### src/rtl/pipeline_pkg.sv
// Shared pipeline types for the memory stage: EX/MEM and MEM/WB bundles,
// the memory-stage FSM encoding and the load/store funct3 codes.
package pipeline_pkg;

   localparam int XLEN = 32;

   localparam logic [2:0] F3_B  = 3'b000;
   localparam logic [2:0] F3_H  = 3'b001;
   localparam logic [2:0] F3_W  = 3'b010;
   localparam logic [2:0] F3_BU = 3'b100;
   localparam logic [2:0] F3_HU = 3'b101;

   typedef enum logic [1:0] {IDLE, REQ, RSP, DONE} mem_state_t;

   typedef struct packed {
      logic            mem_read;
      logic            mem_write;
      logic [2:0]      funct3;
      logic [XLEN-1:0] alu_result;
      logic [XLEN-1:0] store_data;
      logic [4:0]      rd;
      logic            reg_write;
      logic [1:0]      result_src;
      logic [XLEN-1:0] pc_plus4;
   } exmem_t;

   typedef struct packed {
      logic [XLEN-1:0] result;
      logic [XLEN-1:0] load_data;
      logic [4:0]      rd;
      logic            reg_write;
      logic [1:0]      result_src;
      logic [XLEN-1:0] pc_plus4;
      logic            fault;
   } memwb_t;

endpackage

### src/rtl/dmem_if.sv
// Request/response data-memory port; the memory stage is the master.
interface dmem_if;
   import pipeline_pkg::*;

   logic            dmem_req;
   logic            dmem_ready;
   logic            dmem_we;
   logic [XLEN-1:0] dmem_addr;
   logic [3:0]      dmem_be;
   logic [XLEN-1:0] dmem_wdata;
   logic            dmem_rvalid;
   logic [XLEN-1:0] dmem_rdata;

   modport master (
      output dmem_req, dmem_we, dmem_addr, dmem_be, dmem_wdata,
      input  dmem_ready, dmem_rvalid, dmem_rdata
   );

   modport slave (
      input  dmem_req, dmem_we, dmem_addr, dmem_be, dmem_wdata,
      output dmem_ready, dmem_rvalid, dmem_rdata
   );

endinterface

### src/rtl/lsu_align.sv
// Combinational lane alignment: store byte enables and replicated write data,
// load extraction with sign/zero extension, and access legality.
module lsu_align
   import pipeline_pkg::*;
   (
      input  logic [2:0]      funct3,
      input  logic [1:0]      addr,
      input  logic            is_store,
      input  logic [XLEN-1:0] store_data,
      input  logic [XLEN-1:0] rdata,
      output logic [3:0]      be,
      output logic [XLEN-1:0] wdata,
      output logic [XLEN-1:0] load_data,
      output logic            misaligned,
      output logic            illegal
   );

   logic [XLEN-1:0] shifted;

   always_comb begin
      shifted    = rdata >> {addr, 3'b000};
      be         = 4'b1111;
      wdata      = store_data;
      load_data  = shifted;
      misaligned = 1'b0;
      illegal    = 1'b0;
      case (funct3)
         F3_B: begin
            be        = 4'b0001 << addr;
            wdata     = {4{store_data[7:0]}};
            load_data = {{(XLEN-8){shifted[7]}}, shifted[7:0]};
         end
         F3_H: begin
            be         = 4'b0011 << {addr[1], 1'b0};
            wdata      = {2{store_data[15:0]}};
            load_data  = {{(XLEN-16){shifted[15]}}, shifted[15:0]};
            misaligned = addr[0];
         end
         F3_W: begin
            misaligned = (addr != 2'b00);
         end
         F3_BU: begin
            load_data = {{(XLEN-8){1'b0}}, shifted[7:0]};
            illegal   = is_store;
         end
         F3_HU: begin
            load_data  = {{(XLEN-16){1'b0}}, shifted[15:0]};
            misaligned = addr[0];
            illegal    = is_store;
         end
         default: illegal = 1'b1;
      endcase
      // Reads always fetch the whole word; extraction happens on the way back.
      if (!is_store) be = 4'b1111;
   end

endmodule

### src/rtl/mem_stage.sv
// Memory-access stage between EX/MEM and MEM/WB: runs one data-memory
// transaction per load/store and stalls upstream until its response returns.
// Define DMEM_TIMEOUT_EN to abort with a bus-error fault after TIMEOUT_CYCLES.
module mem_stage
   import pipeline_pkg::*;
   #(parameter int unsigned TIMEOUT_CYCLES = 64)
   (
      input  logic   clk,
      input  logic   reset,
      input  logic   in_valid,
      input  exmem_t inputs,
      output memwb_t outputs,
      output logic   out_valid,
      output logic   stall,
      output logic   fault,
      dmem_if.master dmem
   );

   mem_state_t      state_q, state_d;
   logic [XLEN-1:0] rdata_q, rdata_d;
   logic            done_fault_q, done_fault_d;

   logic            is_mem, bad_op, legal_mem, timeout;
   logic            req_c, stall_c, valid_c, fault_c;
   logic [3:0]      be;
   logic [XLEN-1:0] wdata, load_data;
   logic            misaligned, illegal;

   lsu_align u_lsu_align (
      .funct3     (inputs.funct3),
      .addr       (inputs.alu_result[1:0]),
      .is_store   (inputs.mem_write),
      .store_data (inputs.store_data),
      .rdata      (rdata_q),
      .be         (be),
      .wdata      (wdata),
      .load_data  (load_data),
      .misaligned (misaligned),
      .illegal    (illegal)
   );

   assign is_mem    = in_valid & (inputs.mem_read | inputs.mem_write);
   assign bad_op    = misaligned | illegal | (inputs.mem_read & inputs.mem_write);
   assign legal_mem = is_mem & ~bad_op;

`ifdef DMEM_TIMEOUT_EN
   localparam int unsigned CNT_W = $clog2(TIMEOUT_CYCLES) + 1;

   logic [CNT_W-1:0] cnt_q, cnt_d;

   // Timeout fires on the cycle whose increment would reach TIMEOUT_CYCLES-1.
   always_comb begin
      cnt_d = cnt_q;
      if (state_d != state_q)
         cnt_d = '0;
      else if (state_q == REQ || state_q == RSP)
         cnt_d = cnt_q + 1'b1;
   end

   assign timeout = (cnt_q == CNT_W'(TIMEOUT_CYCLES - 2));

   always_ff @(posedge clk or negedge reset) begin
      if (!reset) cnt_q <= '0;
      else        cnt_q <= cnt_d;
   end
`else
   assign timeout = 1'b0;
`endif

   always_comb begin
      state_d      = state_q;
      rdata_d      = rdata_q;
      done_fault_d = done_fault_q;
      req_c        = 1'b0;
      stall_c      = 1'b0;
      valid_c      = 1'b0;
      fault_c      = 1'b0;
      unique case (state_q)
         IDLE: begin
            done_fault_d = 1'b0;
            if (legal_mem) begin
               req_c   = 1'b1;
               stall_c = 1'b1;
               state_d = dmem.dmem_ready ? RSP : REQ;
            end else if (in_valid) begin
               // Non-memory ops pass straight through; bad accesses fault here.
               valid_c = 1'b1;
               fault_c = is_mem;
            end
         end
         REQ: begin
            req_c   = 1'b1;
            stall_c = 1'b1;
            if (dmem.dmem_ready) begin
               state_d = RSP;
            end else if (timeout) begin
               state_d      = DONE;
               done_fault_d = 1'b1;
            end
         end
         RSP: begin
            stall_c = 1'b1;
            if (dmem.dmem_rvalid) begin
               if (inputs.mem_read) rdata_d = dmem.dmem_rdata;
               state_d = DONE;
            end else if (timeout) begin
               state_d      = DONE;
               done_fault_d = 1'b1;
            end
         end
         DONE: begin
            valid_c = 1'b1;
            fault_c = done_fault_q;
            state_d = IDLE;
         end
         default: state_d = IDLE;
      endcase
   end

   always_ff @(posedge clk or negedge reset) begin
      if (!reset) begin
         state_q      <= IDLE;
         rdata_q      <= '0;
         done_fault_q <= 1'b0;
      end else begin
         state_q      <= state_d;
         rdata_q      <= rdata_d;
         done_fault_q <= done_fault_d;
      end
   end

   // Control outputs are held low for the whole time reset is asserted.
   assign dmem.dmem_req   = req_c & reset;
   assign stall           = stall_c & reset;
   assign out_valid       = valid_c & reset;
   assign fault           = fault_c & reset;
   assign dmem.dmem_we    = inputs.mem_write;
   assign dmem.dmem_addr  = {inputs.alu_result[XLEN-1:2], 2'b00};
   assign dmem.dmem_be    = be;
   assign dmem.dmem_wdata = wdata;

   always_comb begin
      outputs            = '0;
      outputs.result     = inputs.alu_result;
      outputs.load_data  = load_data;
      outputs.rd         = inputs.rd;
      outputs.reg_write  = inputs.reg_write & ~fault_c;
      outputs.result_src = inputs.result_src;
      outputs.pc_plus4   = inputs.pc_plus4;
      outputs.fault      = fault_c;
   end

endmodule

### src/flat_wrapper.sv
// flat-port wrapper written by rule: the top's interface ports become plain ports
module mem_stage_flat import pipeline_pkg::*;
#(parameter int unsigned TIMEOUT_CYCLES = 64)
  (clk, reset, in_valid, inputs, outputs, out_valid, stall, fault, dmem_dmem_req, dmem_dmem_we, dmem_dmem_addr, dmem_dmem_be, dmem_dmem_wdata, dmem_dmem_ready, dmem_dmem_rvalid, dmem_dmem_rdata);
  dmem_if dmem_i ();
  input  logic clk;
  input  logic reset;
  input  logic in_valid;
  input  exmem_t inputs;
  output memwb_t outputs;
  output logic out_valid;
  output logic stall;
  output logic fault;
  output wire logic [$bits(dmem_i.dmem_req)-1:0] dmem_dmem_req;
  output wire logic [$bits(dmem_i.dmem_we)-1:0] dmem_dmem_we;
  output wire logic [$bits(dmem_i.dmem_addr)-1:0] dmem_dmem_addr;
  output wire logic [$bits(dmem_i.dmem_be)-1:0] dmem_dmem_be;
  output wire logic [$bits(dmem_i.dmem_wdata)-1:0] dmem_dmem_wdata;
  input wire logic [$bits(dmem_i.dmem_ready)-1:0] dmem_dmem_ready;
  input wire logic [$bits(dmem_i.dmem_rvalid)-1:0] dmem_dmem_rvalid;
  input wire logic [$bits(dmem_i.dmem_rdata)-1:0] dmem_dmem_rdata;
  assign dmem_dmem_req = dmem_i.dmem_req;
  assign dmem_dmem_we = dmem_i.dmem_we;
  assign dmem_dmem_addr = dmem_i.dmem_addr;
  assign dmem_dmem_be = dmem_i.dmem_be;
  assign dmem_dmem_wdata = dmem_i.dmem_wdata;
  assign dmem_i.dmem_ready = dmem_dmem_ready;
  assign dmem_i.dmem_rvalid = dmem_dmem_rvalid;
  assign dmem_i.dmem_rdata = dmem_dmem_rdata;
  mem_stage #(.TIMEOUT_CYCLES(TIMEOUT_CYCLES)) u_core (.clk(clk), .reset(reset), .in_valid(in_valid), .inputs(inputs), .outputs(outputs), .out_valid(out_valid), .stall(stall), .fault(fault), .dmem(dmem_i));
endmodule
### config.mk
export PLATFORM = sky130hd
export DESIGN_NAME = mem_stage_flat
export DESIGN_NICKNAME = d
export VERILOG_FILES = /design/src/rtl/pipeline_pkg.sv /design/src/rtl/dmem_if.sv /design/src/rtl/lsu_align.sv /design/src/rtl/mem_stage.sv /design/src/flat_wrapper.sv
export SDC_FILE = /design/constraint.sdc
export NUM_CORES = 1
export LEC_CHECK = 0
export CAP_MARGIN = 20
export CORE_AREA = 2 2 127 129
export DETAILED_ROUTE_END_ITERATION = 10
export DIE_AREA = 0 0 129 131
export PLACE_DENSITY = 0.65
export SETUP_SLACK_MARGIN = 0.02
export SYNTH_ARGS = -nofsm -noshare
export SYNTH_HDL_FRONTEND = slang
export SYNTH_SLANG_ARGS = --single-unit
### constraint.sdc
create_clock -name clk -period 2.6 [get_ports clk]
set_input_delay 0.39 -clock clk [delete_from_list [all_inputs] [get_ports clk]]
set_output_delay 0.39 -clock clk [all_outputs]
set_load 0.01 [all_outputs]
== After elaboration in Yosys (flattened, before gate mapping) ==
Index checks and enable logic that the tools add are counted.

* Bitwise logic cells: 13
* Shift operators: 3
* Add/sub/neg operators: 0
* Magnitude comparators: 0
* Multipliers: 0
* Equal/unequal tests: 10
* Mux-type cells: 20
* Div/mod/pow operators: 0
* Reductions and logical operators: 9

{| class="wikitable"
|+ Operators by type and width
! cell !! number
|-
| 32-bit one-hot mux with 4 select lines || 1
|-
| 32-bit one-hot mux with 2 select lines || 1
|-
| 32-bit by 5-bit >> shifter with 32-bit output || 1
|-
| 1-bit one-hot mux with 2 select lines || 5
|-
| 1-bit bitwise AND || 8
|-
| 2-bit 2-to-1 mux || 4
|-
| 2-bit one-hot mux with 4 select lines || 1
|-
| 4-bit one-hot mux with 2 select lines || 1
|-
| 3-bit == test (second input constant) || 2
|-
| 1-bit 2-to-1 mux || 6
|-
| 3-bit AND reduction || 2
|-
| 2-bit OR reduction || 3
|-
| 2-bit == test (second input constant) || 2
|-
| 4-bit 2-to-1 mux || 1
|-
| 2-bit inequality test (second input constant) || 2
|-
| 1-bit by 2-bit left shift with 4-bit output (first input constant) || 1
|-
| 2-bit by 2-bit left shift with 4-bit output (first input constant) || 1
|-
| 3-bit by 1-bit == test with 1-bit output (second input constant) || 1
|-
| 3-bit by 2-bit == test with 1-bit output (second input constant) || 1
|-
| 3-bit zero test || 1
|-
| 1-bit OR || 3
|-
| 3-bit OR reduction || 1
|-
| 2-bit by 1-bit == test with 1-bit output (second input constant) || 1
|-
| 2-bit zero test || 1
|-
| other kinds (3) || 4
|}

* Memories kept: 0
* RAM bits: 0
* Input port bits: 146
* Bits in registers: 34
* Latch bits: 0
* Logic and storage cells: 57
* ROM bits: 0
* Output and inout port bits: 178

== Depth between registers and ports, before layout ==
Gate-level depths: netlist of run 1.

* Depth in word-level cells: 11
* Depth in mapped cells: 7
* Gate-level depth less buffers: 5

== Hierarchy ==
Synthesis of run 1 repeated with hierarchy kept, for this count alone.

* Cell total of the unflattened synthesis: 374
* Area, all modules: 3485.8 µm²

{| class="wikitable"
|+ Modules (own cells, without submodules)
! module !! cells each !! area an instance (µm²) !! seq. area each (µm²) !! times used
|-
| mem_stage || 211 || 2265.9 || 850.8 || 1
|-
| lsu_align || 163 || 1219.9 || 0.0 || 1
|}

== Worst setup path before layout of run 1 ==
No wires, ideal clock.

* Path kind: input -> output
* From: input port inputs[73] (netlist name)
* To: output port outputs[56] (netlist name)
* Data arrival time: 1.524 ns
* Slack: 0.686 ns
* Buffers on the path: 1
* Data required time: 2.210 ns
* Cell stages on the path: 5
* Cell sequence: mux4_2 and2_4 a31oi_4 buf_6 nand2_1

{| class="wikitable"
|+ RTL lines
! item !! RTL line !! source
|-
| start, declared || flat_wrapper.sv:9 || <nowiki>input exmem_t inputs;</nowiki>
|-
| end, declared || flat_wrapper.sv:10 || <nowiki>output memwb_t outputs;</nowiki>
|}

==> metrics.txt, run 1 <==
outcome completed; Worst Setup Start Kind primary input; Worst setup EP type output pin; Cell Rows 46; Tot GR Track Use 0.128; largest net degree at the start of global routing 35; Max Used Layer met4; # fillers 1609; Psw 1170 uW; Fmax 392 MHz; share of cells above drive strength 1 0.236; Met3 Routed Length 1530 microns; vias per cell 4.33; Post-Synthesis Cell Area 3410 sq um; WL met1 3850 microns; nets 590; total grt overflow 0; # H-tree levels 2; Routed WL 11800 microns; RSZ-0062 raised after global routing true; flops & latches, synth 34; crit path time final 2.55 ns; worst-path fanout max 3; Switching Fraction 0.335; Worst Hold Class in -> async; Final Setup Violations 0; Fin. Hold Viols 0; vias 2841; die area 16900 sq um; Ant. Diodes 0; vias in the first global route 2854; clk_lat worst skew 0.28 ns; PwrDens 730 nW/um^2; Final Skew 0.00445 ns; IO Port Bufs 153; CTS tree yes; core area 15600 sq um; Final Wtd Congestion 0.801; DRT Pass-1 Iters 4; cells after synthesis 377; Clock Sinks 34; CTS Hold Bufs 0; die height 131 microns; start of the worst register-to-register path u_core.state_q[0]; drt drc 0; static leakage 0.00212 uW; CP Class in -> out; DRT iter0 DRCs 91; count of pins over their slew limit 0; WHS 0.274 ns; CP Launch Point inputs[107]; combinational share of power 0.480; total power 3480 uW; Layout area overhead 39.5%; Worst Path Arrival 2.16 ns; post-detailed-route wirelength per cell 18.0 microns; die width 129 microns; Initial Util 0.219; period utilization 0.980; first-pass GRT wire length 16400 microns; Clock transition at path regs 0.06 ns; initial antenna violation count 0; CTS buffer count 5; # IOs 324; maximum clock insertion buffer count 2; Reg power frac 0.297; sequential element share of the synthesized area 0.249; routed wire length on met2 6240 microns; peak supply drop 0.402 mV; maxcap violations 0; Avg Inst Size Synth 9.06 sq um; root buffer cell clkbuf_16; HPWL after DPL 9780 microns; Netlist cell types 35; cell-internal power 2310 uW; synthesis warning total 0; clock network fraction of total power 0.224; CP required 2.21 ns; DRT antenna net count 0
[per-stage QoR]
step	cells	utilization	setup TNS (ns)	area [sq um]	setup slack [ns]
2_1_floorplan	378	-	0	3420	0.686
3_3_place_gp	642	0.287	-8.82	4480	-0.329
3_5_place_dp	642	0.287	-10.22	4480	-0.382
4_1_cts	652	0.300	-0.0737	4680	-0.0407
5_1_grt	656	0.305	-0.0546	4760	-0.0546
6_report	656	0.305	0	4760	0.0518
[final timing paths]
path / end / slack, ns / cells past startpoint
worst max-delay path: outputs[35] / 0.05 / 6
worst min-delay path: u_core.rdata_q[27] / 0.27 / 2
worst max register to register: u_core.rdata_q[29] / 0.83 / 5
worst min register to register: u_core.rdata_q[1] / 0.50 / 1
max in group asynchronous: u_core.rdata_q[6] / 2.01 / 2
min in group clk: u_core.rdata_q[1] / 0.50 / 1
[layer usage]
layer / global-route usage / vias to the layer above
met5: 0 / -
met4: 0.0345 / 0
met3: 0.0676 / 13
met2: 0.249 / 201
met1: 0.115 / 1324
li1: - / 1303
[timing repair]
action,in CTS,in global routing
pin swaps,1,2
endpoints found under the setup margin,54,16
setup buffers,2,4
resized for setup,25,18
hold endpoints to repair,0,0
[cell usage after synthesis]
cell       number  area [sq um]
inv_1           5          18.8
and2_4          1          8.76
nand2b_1        1          6.26
o21ai_2         1          8.76
o2bb2ai_1       1          8.76
buf_6           3          33.8
conb_1          1          3.75
buf_4         114           856
o221a_2         1          11.3
buf_1           2          7.51
nand4_1         2          12.5
a31oi_1         1          6.26
and2_1          1          6.26
a31oi_4         1          21.3
nand3_1         5          25.0
clkbuf_1        6          22.5
buf_2           6          30.0
o211ai_1        4          30.0
ha_1            5          62.6
a22oi_1         1          7.51
nor3b_1         3          22.5
dfrtp_1        34           851
mux2_2         48           541
mux4_2          1          22.5
nor2b_1        14          87.6
a21oi_1        25           125
mux2i_1        26           260
nand2_1        19          71.3
nor2_1         20          75.1
o221ai_1        1          8.76
o2111a_1        1          11.3
a211oi_1        7          52.6
nor4_2          1          12.5
o21ai_0        14          70.1
nor3_4          1          16.3
[power groups by stage]
stage | combinational [uW] | sequential [uW] | clock (uW)
2_1_floorplan | 1080 | 954 | 0
3_3_place_gp | 1640 | 1020 | 0
3_5_place_dp | 1680 | 1040 | 0
4_1_cts | 1650 | 1030 | 791
5_1_grt | 1810 | 1070 | 819
6_report | 1670 | 1030 | 778
[registers in the layout, indices dropped and copies added, names as in the netlist]
| signal | flops |
|---|---|
| u_core.rdata_q | 32 |
| u_core.state_q | 2 |
[worst max-delay path, stage by stage]
cell             delay, ns
clkdlybuf4s50_1       0.52
nor3b_4               0.25
o221ai_2              0.16
o2111a_1              0.17
nor2b_1               0.12
clkdlybuf4s50_1       0.55
[cell usage in the layout (no fill, tap or decap), types with 3 or more instances in the layout]
master and count:
dlymetal6s2s_1 6, clkdlybuf4s15_1 3, mux2_2 48, clkbuf_16 5, dfrtp_1 34, o211ai_1 4, buf_4 28, dlygate4sd2_1 17
o21ai_0 14, nor2b_1 13, nor2_1 18, a21oi_1 25, ha_1 4, nand3_1 5, mux2i_1 26, inv_1 5
a211oi_1 7, clkdlybuf4s50_1 124, nand2_1 19
[final cells by class]
class                   instances  area (sq um)  area share
multi-input cells             208          1640       0.345
inverters                       5          18.8     0.00394
flip-flops and latches         34           851       0.179
well taps                     216           270      0.0567
clock inverters                 3          68.8      0.0144
repair buffers                185          1790       0.375
clock buffers                   5           125      0.0263
[cell families (layout without fill, tap and decap cells)]
family                   count (synthesis)  in the layout  share of synthesized area
other                                    1              2                    0.00110
AO/OA/AOI/OAI                           58             58                      0.106
AND/OR/NAND/NOR                         68             68                      0.101
buffers and inverters                  136            198                      0.284
adder cells (fa/ha/maj)                  5              5                     0.0183
flip-flops                              34             34                      0.249
multiplexers                            75             75                      0.241
Power figures use the tool's default switching activity.
==> inputs of run 2 (changes only) <==
- GPL_TIMING_DRIVEN: not set -> 0
- HOLD_SLACK_MARGIN: not set -> 0.08
==> run 2 against run 1 <==
Against the previous run:
- core utilization increased by 11 points
- design area is 35% higher
- highest routed layer unchanged
- die area did not move
- critical endpoint is now outputs[59]
- critical path depth rose by 1
- wire length rose by 19%
==> metrics.txt, run 2 (same netlist as run 1, synthesis figures left out) <==
Routed WL 14000 microns; commonest non-fill, non-tap cell in the layout clkdlybuf4s50_1; most frequent cells in the layout clkdlybuf4s50_1, buf_4, mux2_2; Fin. Hold Viols 0; die area 16900 sq um; Worst Path Arrival 2.12 ns; Initial Util 0.219; Worst Setup Start Kind flop; CP Class reg -> out; Top Registers u_core.rdata_q (32), u_core.state_q (2); pre-CTS setup slack -0.553 ns; HPWL after DPL 11800 microns; die height 131 microns; Worst Hold Class in -> async; DRT antenna net count 0; placed cell count 844; largest register by flop count u_core.rdata_q; vias in the first global route 3595; vias per cell 4.15; Final Wtd Congestion 0.815; Worst setup EP type output pin; # fillers 1546; Slew @ Worst Pin 0.844 ns; Clock Sinks 34; nets 795; final core occ 0.413; Tot GR Track Use 0.151; Cell Rows 46; period utilization 0.965; static leakage 0.00290 uW; crit path time final 2.51 ns; DRT Pass-1 Iters 4; peak supply drop 0.370 mV; RSZ-0062 raised after global routing true; critical path's top delay family multiplexers; final instance area 6450 sq um; relative slew slack 0.437; Final Setup Violations 0; # IOs 324; total grt overflow 0; max reg flops 32; CP peak stage delay 0.52 ns; vias 3571; maximum clock insertion buffer count 2; Layout area overhead 88.8%; setup ws final 0.0900 ns; outcome completed; CTS tree yes; maxcap violations 0; CTS buffer count 5; Critical path buffers and inverters 3; crit-path cells mux4_2 -> and2_4 -> a31oi_4 -> buf_6 -> buf_12 -> o21ai_0 -> buf_2; share of cells above drive strength 1 0.338; root buffer cell clkbuf_16; drt drc 0; post-detailed-route wirelength per cell 16.3 microns; CTS Hold Bufs 0; core area 15600 sq um; Fmax 398 MHz; CP required 2.21 ns; worst-path fanout max 6; die width 129 microns; Clock transition at path regs 0.06 ns; count of pins over their slew limit 0; Non-Filler Instances 861; largest net degree at the start of global routing 39; clk_lat worst skew 0.28 ns; # H-tree levels 2; Final Skew 0.00475 ns; DRT iter0 DRCs 122; first-pass GRT wire length 19800 microns; WHS 0.211 ns; placed cell areas 6190 sq um; initial antenna violation count 0; Ant. Diodes 0; CP max stage cell mux4_2; IO Port Bufs 250; PwrDens 561 nW/um^2
## run 2: cell types whose count changed in the layout (fill, tap and decap cells not counted), moves of 3 or more
| cell | change |
|---|---|
| dlygate4sd2_1 | -6 |
| clkdlybuf4s50_1 | +100 |
| o21ai_0 | -7 |
| o21ai_1 | +7 |
| buf_6 | +4 |
| buf_2 | +9 |
| clkbuf_2 | +3 |
| clkbuf_1 | +3 |
| dlymetal6s2s_1 | -4 |
| buf_4 | +95 |
## run 2: repair_timing
action                                  CTS  global route
cloned                                    1             0
endpoints found under the setup margin   65            24
setup buffers                             6             3
pin swaps                                 3             2
resized for setup                        62            20
## run 2: cell type report
cell class	instances	area, sq um	share of cell area
Tap cell	216	270	0.0419
Inverter	5	18.8	0.00291
Clock inverter	2	12.5	0.00194
Multi-Input combinational cell	208	1660	0.257
Buffer	130	953	0.148
Timing Repair Buffer	260	2540	0.395
Sequential cell	34	851	0.132
Clock buffer	6	139	0.0215
## run 2: path summary, 6_finish.rpt
kind,startpoint,end,slack [ns],depth (start not counted)
min in group clk,u_core.rdata_q[4],u_core.rdata_q[4],0.50,1
max,u_core.rdata_q[15],outputs[59],0.09,7
max in group asynchronous,reset,u_core.state_q[0],1.85,1
min reg2reg,u_core.rdata_q[4],u_core.rdata_q[4],0.50,1
min,reset,u_core.rdata_q[12],0.21,1
max reg2reg,u_core.state_q[0],u_core.rdata_q[27],0.54,5
## run 2: power breakdown
group          internal (uW)  switching [uW]  total (uW)
Clock                    379             224         603
Combinational           1160             818        1980
Sequential               800             234        1030
Total                   2340            1280        3620
## run 2: layer usage
metal | share of wire | vias to the layer above | wire (microns) | global-route usage
met3 | 0.068 | 9 | 956 | 0.0273
met1 | 0.37 | 1703 | 5170 | 0.173
met5 | 0 | - | 0 | 0
li1 | - | 1707 | - | -
met2 | 0.56 | 152 | 7810 | 0.294
met4 | 0.0065 | 0 | 91 | 0.0294
## run 2: through the flow
| stage | setup TNS (ns) | total power, uW |
|---|---|---|
| 6_report | 0 | 3620 |
| 5_1_grt | -0.000859 | 3870 |
| 4_1_cts | 0 | 3620 |
| 3_5_place_dp | -22.02 | 3010 |
| 3_3_place_gp | -23.71 | 2970 |
| 2_1_floorplan | 0 | 2040 |
==> inputs of run 3 (changes only) <==
- CTS_CLUSTER_DIAMETER: not set -> 40
- GPL_TIMING_DRIVEN: 0 -> 1
==> results of run 3 <==
Same layout as run 1: the final DEF is identical, and so are final timing and power.
